--- src/rtl/seg7_scan_display.sv ---
// seg7_scan_display: multiplexed N-digit seven-segment driver with double-buffered data, zero blanking and PWM brightness.
module seg7_scan_display #(
    parameter int DATA_WIDTH   = 24,
    parameter int NUM_DIGITS   = 6,
    parameter int SCAN_DIVISOR = 3125
) (
    input  logic                  i_SYS_CLOCK,
    input  logic                  i_RESET_n,
    input  logic [DATA_WIDTH-1:0] i_BUS,
    input  logic                  i_LOAD,
    input  logic                  i_LOAD_DP,
    input  logic [3:0]            i_BRIGHTNESS,
    input  logic                  i_SUPPRESS_ZEROS,
    output logic [6:0]            o_SEG,
    output logic                  o_SEG_DP,
    output logic [NUM_DIGITS-1:0] o_SEL,
    output logic                  o_FRAME
);
    localparam int VW = 4 * NUM_DIGITS;
    localparam int PW = SCAN_DIVISOR > 1 ? $clog2(SCAN_DIVISOR) : 1;
    localparam int DW = NUM_DIGITS > 1 ? $clog2(NUM_DIGITS) : 1;
    localparam logic [6:0] SEG_LUT [16] = '{
        7'h7E, 7'h30, 7'h6D, 7'h79, 7'h33, 7'h5B, 7'h5F, 7'h70,
        7'h7F, 7'h7B, 7'h77, 7'h1F, 7'h4E, 7'h3D, 7'h4F, 7'h47
    };

    logic [PW-1:0]         pre_q, pre_d;
    logic [3:0]            sub_q, sub_d;
    logic [DW-1:0]         dig_q, dig_d;
    logic [VW-1:0]         shd_val_q, shd_val_d, act_val_q, act_val_d;
    logic [NUM_DIGITS-1:0] shd_dp_q, shd_dp_d, act_dp_q, act_dp_d;
    logic [3:0]            act_br_q, act_br_d;
    logic                  start_q, start_d;
    logic [6:0]            seg_q, seg_d;
    logic                  seg_dp_q, seg_dp_d;
    logic [NUM_DIGITS-1:0] sel_q, sel_d;
    logic                  frame_q, frame_d;
    logic                  tick, commit, blank, lit, tz;
    logic [NUM_DIGITS-1:0] tail_zero;
    logic [3:0]            nib;

    always_comb begin
        tick      = pre_q == PW'(SCAN_DIVISOR - 1);
        commit    = tick && sub_q == 4'hF && dig_q == DW'(NUM_DIGITS - 1);
        pre_d     = tick ? '0 : pre_q + 1'b1;
        sub_d     = tick ? sub_q + 1'b1 : sub_q;
        dig_d     = (tick && sub_q == 4'hF) ? (dig_q == DW'(NUM_DIGITS - 1) ? '0 : dig_q + 1'b1) : dig_q;
        shd_val_d = i_LOAD ? VW'(i_BUS) : shd_val_q;
        shd_dp_d  = i_LOAD_DP ? i_BUS[NUM_DIGITS-1:0] : shd_dp_q;
        // Commit samples the registered shadow, so a same-cycle load waits one frame
        act_val_d = commit ? shd_val_q : act_val_q;
        act_dp_d  = commit ? shd_dp_q : act_dp_q;
        act_br_d  = commit ? i_BRIGHTNESS : act_br_q;
        start_d   = commit;
        tz        = 1'b1;
        tail_zero = '0;
        for (int i = NUM_DIGITS - 1; i >= 0; i--) begin
            tz           = tz & (act_val_q[4*i +: 4] == 4'h0) & ~act_dp_q[i];
            tail_zero[i] = tz;
        end
        nib      = act_val_q[{dig_q, 2'b00} +: 4];
        blank    = i_SUPPRESS_ZEROS && dig_q != '0 && tail_zero[dig_q];
        lit      = (act_br_q == 4'hF || sub_q < act_br_q) && !blank;
        sel_d    = lit ? ~(NUM_DIGITS'(1) << dig_q) : '1;
        seg_d    = lit ? ~SEG_LUT[nib] : '1;
        seg_dp_d = lit ? ~act_dp_q[dig_q] : 1'b1;
        frame_d  = start_q;
    end

    always_ff @(posedge i_SYS_CLOCK or negedge i_RESET_n) begin
        if (!i_RESET_n) begin
            pre_q     <= '0;
            sub_q     <= '0;
            dig_q     <= '0;
            shd_val_q <= '0;
            act_val_q <= '0;
            shd_dp_q  <= '0;
            act_dp_q  <= '0;
            act_br_q  <= '0;
            start_q   <= 1'b0;
            seg_q     <= '1;
            seg_dp_q  <= 1'b1;
            sel_q     <= '1;
            frame_q   <= 1'b0;
        end else begin
            pre_q     <= pre_d;
            sub_q     <= sub_d;
            dig_q     <= dig_d;
            shd_val_q <= shd_val_d;
            act_val_q <= act_val_d;
            shd_dp_q  <= shd_dp_d;
            act_dp_q  <= act_dp_d;
            act_br_q  <= act_br_d;
            start_q   <= start_d;
            seg_q     <= seg_d;
            seg_dp_q  <= seg_dp_d;
            sel_q     <= sel_d;
            frame_q   <= frame_d;
        end
    end

    assign o_SEG    = seg_q;
    assign o_SEG_DP = seg_dp_q;
    assign o_SEL    = sel_q;
    assign o_FRAME  = frame_q;
endmodule

--- config.mk ---
export PLATFORM = sky130hd
export DESIGN_NAME = seg7_scan_display
export DESIGN_NICKNAME = d
export VERILOG_FILES = /design/src/rtl/seg7_scan_display.sv
export SDC_FILE = /design/constraint.sdc
export NUM_CORES = 1
export LEC_CHECK = 0
export ABC_AREA = 1
export ABC_CLOCK_PERIOD_IN_PS = 1970
export CAP_MARGIN = 20
export CORE_MARGIN = 5
export CORE_UTILIZATION = 51
export CTS_BUF_LIST = sky130_fd_sc_hd__clkbuf_16
export CTS_CLUSTER_DIAMETER = 60
export CTS_CLUSTER_SIZE = 10
export DETAILED_ROUTE_END_ITERATION = 7
export MAX_ROUTING_LAYER = met4
export PLACE_DENSITY = 0.86
export SETUP_SLACK_MARGIN = 0.2
export SYNTH_ARGS = -nofsm -noshare
export SYNTH_HDL_FRONTEND = slang
export SYNTH_SLANG_ARGS = --single-unit
--- constraint.sdc ---
create_clock -name i_SYS_CLOCK -period 1.97 [get_ports i_SYS_CLOCK]
set_clock_uncertainty 0.1 [all_clocks]
set_input_delay 0.2955 -clock i_SYS_CLOCK [delete_from_list [all_inputs] [get_ports i_SYS_CLOCK]]
set_output_delay 0.2955 -clock i_SYS_CLOCK [all_outputs]
set_load 0.005 [all_outputs]
==> results.txt <==
----------------------------------------------------
[GRT]
  Largest net degree at the start of global routing ... 100
  GRT Util Overall ... between 20% and 30%
  Antenna violations before repair ... 0
  Number of global-route vias before repair ... around 4100
  Total congestion overflow ... 0
  First-pass GRT wire length ... roughly 19 mm

[Routing]
  Length of the first detailed-routing pass in iterations ... 6
  Post-detailed-route DRC marker count ... 0
  Antenna-violating nets left ... 0
  Post-detailed-routing wire length ... between 10 and 15 mm
  Detailed router's first-iteration violation count ... about 260
  WL/cell ... 16.7 um
  Via total after detailed routing ... 4132
  Vias per cell ... 5.38

[Power]
  Power share of the combinational group ... 5.3%
  Leakage power ... around 3.3 nW
  Part of the power in the clock network ... 42.7%
  Fraction of power consumed by sequential logic ... between 50% and 60%
  Power density of the placed cells ... 619 nW/um^2
  Switching part of the total power ... about a quarter
  Pint ... approximately 0.003 W
  Switching Power ... just under 0.001 W
  Peak supply drop ... between 0.5 and 0.6 mV

[Synth]
  Top cells by instance count after synthesis ... nand2_1 (173), dfrtp_1 (85), inv_1 (82)
  Share of Yosys cell area claimed by the top area cell type ... 44.6%
  Async set-reset flop share out of synthesis ... between 90% and 100%
  Fraction of the mapped netlist area in adder cells ... under 10%
  Synth Area in Simple Gates ... around a quarter
  Fraction of synthesized area in multiplexers ... 0%
  Area fraction in compound gates after synthesis ... a little over a tenth
  Sequential-to-total area share from yosys stat ... approximately 52%
  Main synth FF type ... dfrtp_1
  Post-synth top area cell ... dfrtp_1
  Synth Area in XOR/XNOR ... under 10%
  Number of enable flip-flop cells after synthesis ... 0
  Synth area leaders ... dfrtp_1 (45%), nand2_1 (14%), dfstp_2 (7.7%)
  Warnings, synthesis ... 0
  Library cell with the highest instance count after synthesis ... nand2_1
  Combinational family with the most area after synthesis ... simple AND/OR/NAND/NOR gates
  Avg Synthesized Cell Area ... between 8 and 9 um^2
  Nets in the synthesized netlist ... around 610
  Number of synthesized register bits ... 99
  Cell area after technology mapping ... roughly 4800 um^2
  Library cells used by synthesis ... 39
  Cells after Synth ... around 570

[Setup path]
  Crit Path Class ... register to register
  Crit end category ... register
  Critical Path Source Type ... register
  Worst EP required ... 2.10 ns
  Data arrival time of the critical path ... slightly above 2 ns
  Setup slack on the worst flop-to-flop path ... 0.05 ns
  Largest fanout on the critical path ... 8

[Layout]
  Area growth, synth to finish ... 37.2%
  Fillers ... 640
  Utilization after layout ... about 71%
  Total number of nets in the final design ... roughly 700
  Diodes inserted ... 0
  Share of layout cells above drive strength 1 ... between 20 and 30%

[STA]
  Max Transition Viols Final ... 0
  Unrepaired setup endpoints after global routing ... yes
  Final cycle utilization of the critical path ... 97.4%
  Number of endpoints with negative hold slack in the final report ... 0
  Least-Margin Pin Slew ... roughly 0.55 ns
  Setup-violating endpoint count in the final report ... 0
  Slew HR ... 63.1%
  Shortest period the worst path allows ... ~1.9 ns
  Post-Route Hold Slack ... about 0.25 ns
  Highest clock rate ... roughly 520 MHz

[CTS]
  Maximum root-to-sink buffer count ... 2
  Clock tree from TritonCTS ... done
  Number of sinks driven by the clock tree ... 99
  Max H-tree Level ... 3
  Skew-Pair Late Insertion Delay ... 0.35 ns
  Number of buffers inserted during clock tree synthesis ... 9
  Buffer cell driving the clock tree root ... clkbuf_16
  Clock Pin Slew Worst Setup and Hold Paths ... 0.07 ns

[Floorplan]
  IO Count ... between 40 and 50
  Core Area ... 9200 um^2
  Die area ... 11400 um^2
  Starting utilization of the core area ... roughly half
  Die width ... roughly 110 um
  Standard-cell rows ... 35
  Die Y-Extent ... 107 um

[Min path]
  Path class of the lowest-slack min-delay path ... register to register

[Placement]
  Half-perimeter wire length after detailed placement ... between 7 and 8 mm
  Port buffer count ... 47
  GPL Wtd Cong ... 0.923

[Run status]
  Result of the run ... completed

[Run]
  Max cap viols ... 0

----------------------------------------------------
==> what timing repair did <==
action                                 4_1_cts  5_1_grt
pin swaps                                    3       12
resized for setup                           30      110
endpoints found under the hold margin       85        0
setup endpoints to repair                   44       60
setup buffers                               16        4
hold buffers                                 1        0
gates cloned                                 4        7
==> cell families (layout without fill, tap and decap cells) <==
logic type                 after synthesis  after routing
and+or+nand+nor                        258            258
buffers and inverters                  102            192
DFF                                     99             99
AOI/OAI and AO/OA                       87             88
adders and majority gates               13             13
xor gates and xnor gates                 7              7
==> path summary, 6_finish.rpt <==
kind	depth (start not counted)	start	endpoint
min reg2reg	0	frame_d	o_FRAME
max reg2reg	9	pre_q[0]	act_val_q[4]
min in group asynchronous	3	i_RESET_n	pre_q[8]
max in group asynchronous	3	i_RESET_n	o_SEG[2]
max	9	pre_q[0]	act_val_q[4]
min	0	frame_d	o_FRAME
==> placed cells by master (no fill, tap or decap), types with 2 or more instances in the layout <==
cell,n
clkinv_8,2
buf_16,4
nand4_1,2
a21oi_1,2
nand3b_1,3
inv_6,3
a21oi_4,3
o21ai_0,37
o21ai_2,26
buf_4,26
a21oi_2,2
or2_2,2
buf_6,4
ha_1,9
buf_12,2
nor2_1,29
nor3_1,2
inv_1,77
xor2_1,6
dfstp_2,14
inv_2,7
nor2_2,6
nand3_2,3
nand2_2,26
dfrtp_1,82
nand3_1,22
dfrtp_2,3
nand2_4,21
dlymetal6s2s_1,9
clkdlybuf4s50_1,36
clkbuf_16,15
o21ai_1,14
nand2_1,132
ha_4,3
nor2_4,4
==> power by group through the flow <==
stage	clock (W)	sequential (W)	combinational, W
2_1_floorplan	0	0.00214	0.0000736
3_3_place_gp	0	0.00214	0.000195
3_5_place_dp	0	0.00214	0.000205
4_1_cts	0.00175	0.00210	0.000209
5_1_grt	0.00184	0.00211	0.000249
6_report	0.00173	0.00210	0.000217
==> worst max-delay path, stage by stage (launching register included) <==
cell and delay (ns):
dfrtp_1 0.40, inv_2 0.08, ha_4 0.14, nand3_4 0.07, nor4_4 0.30, nand4_4 0.20, buf_6 0.20, clkbuf_16 0.18
nand2_2 0.06, o21ai_1 0.07
==> layer usage <==
layer  wire [um]  global-route usage [%]
met5           0                       -
met1        5120                    24.1
met4         250                    7.49
met3         558                    4.27
met2        6930                    36.9
==> area by class of cell <==
type / count / area (um^2) / area share [%]
flip-flops and latches: 99 / 2500 / 38.2
multi-input cells: 366 / 2240 / 34.1
repair buffers: 90 / 1050 / 16.0
inverters: 86 / 329 / 5.03
clock buffers: 9 / 225 / 3.44
well taps: 111 / 139 / 2.12
clock inverters: 7 / 72.6 / 1.11
==> metrics by stage <==
step	instances	area [um^2]	setup TNS [ns]	setup slack [ns]	power (W)
after floorplan	566	4780	0	0.193	0.00221
after global placement	720	5400	0	0.0671	0.00233
after detailed placement	720	5400	-0.00393	-0.00393	0.00234
after CTS	757	6010	0	0.124	0.00406
after global routing	768	6550	-0.213	-0.0424	0.00420
final	768	6550	0	0.0522	0.00405
==> registers in the layout, indices dropped and copies added (netlist names) <==
| register | flops |
|---|---|
| o_SEG | 7 |
| act_val_q | 24 |
| pre_q | 12 |
| dig_q | 3 |
| act_dp_q | 6 |
| shd_val_q | 24 |
| sub_q | 4 |
| o_SEG_DP | 1 |
| act_br_q | 4 |
| o_FRAME | 1 |
| shd_dp_q | 6 |
| o_SEL | 6 |
| frame_d | 1 |
Note: power is estimated with default switching activity, not from simulation.
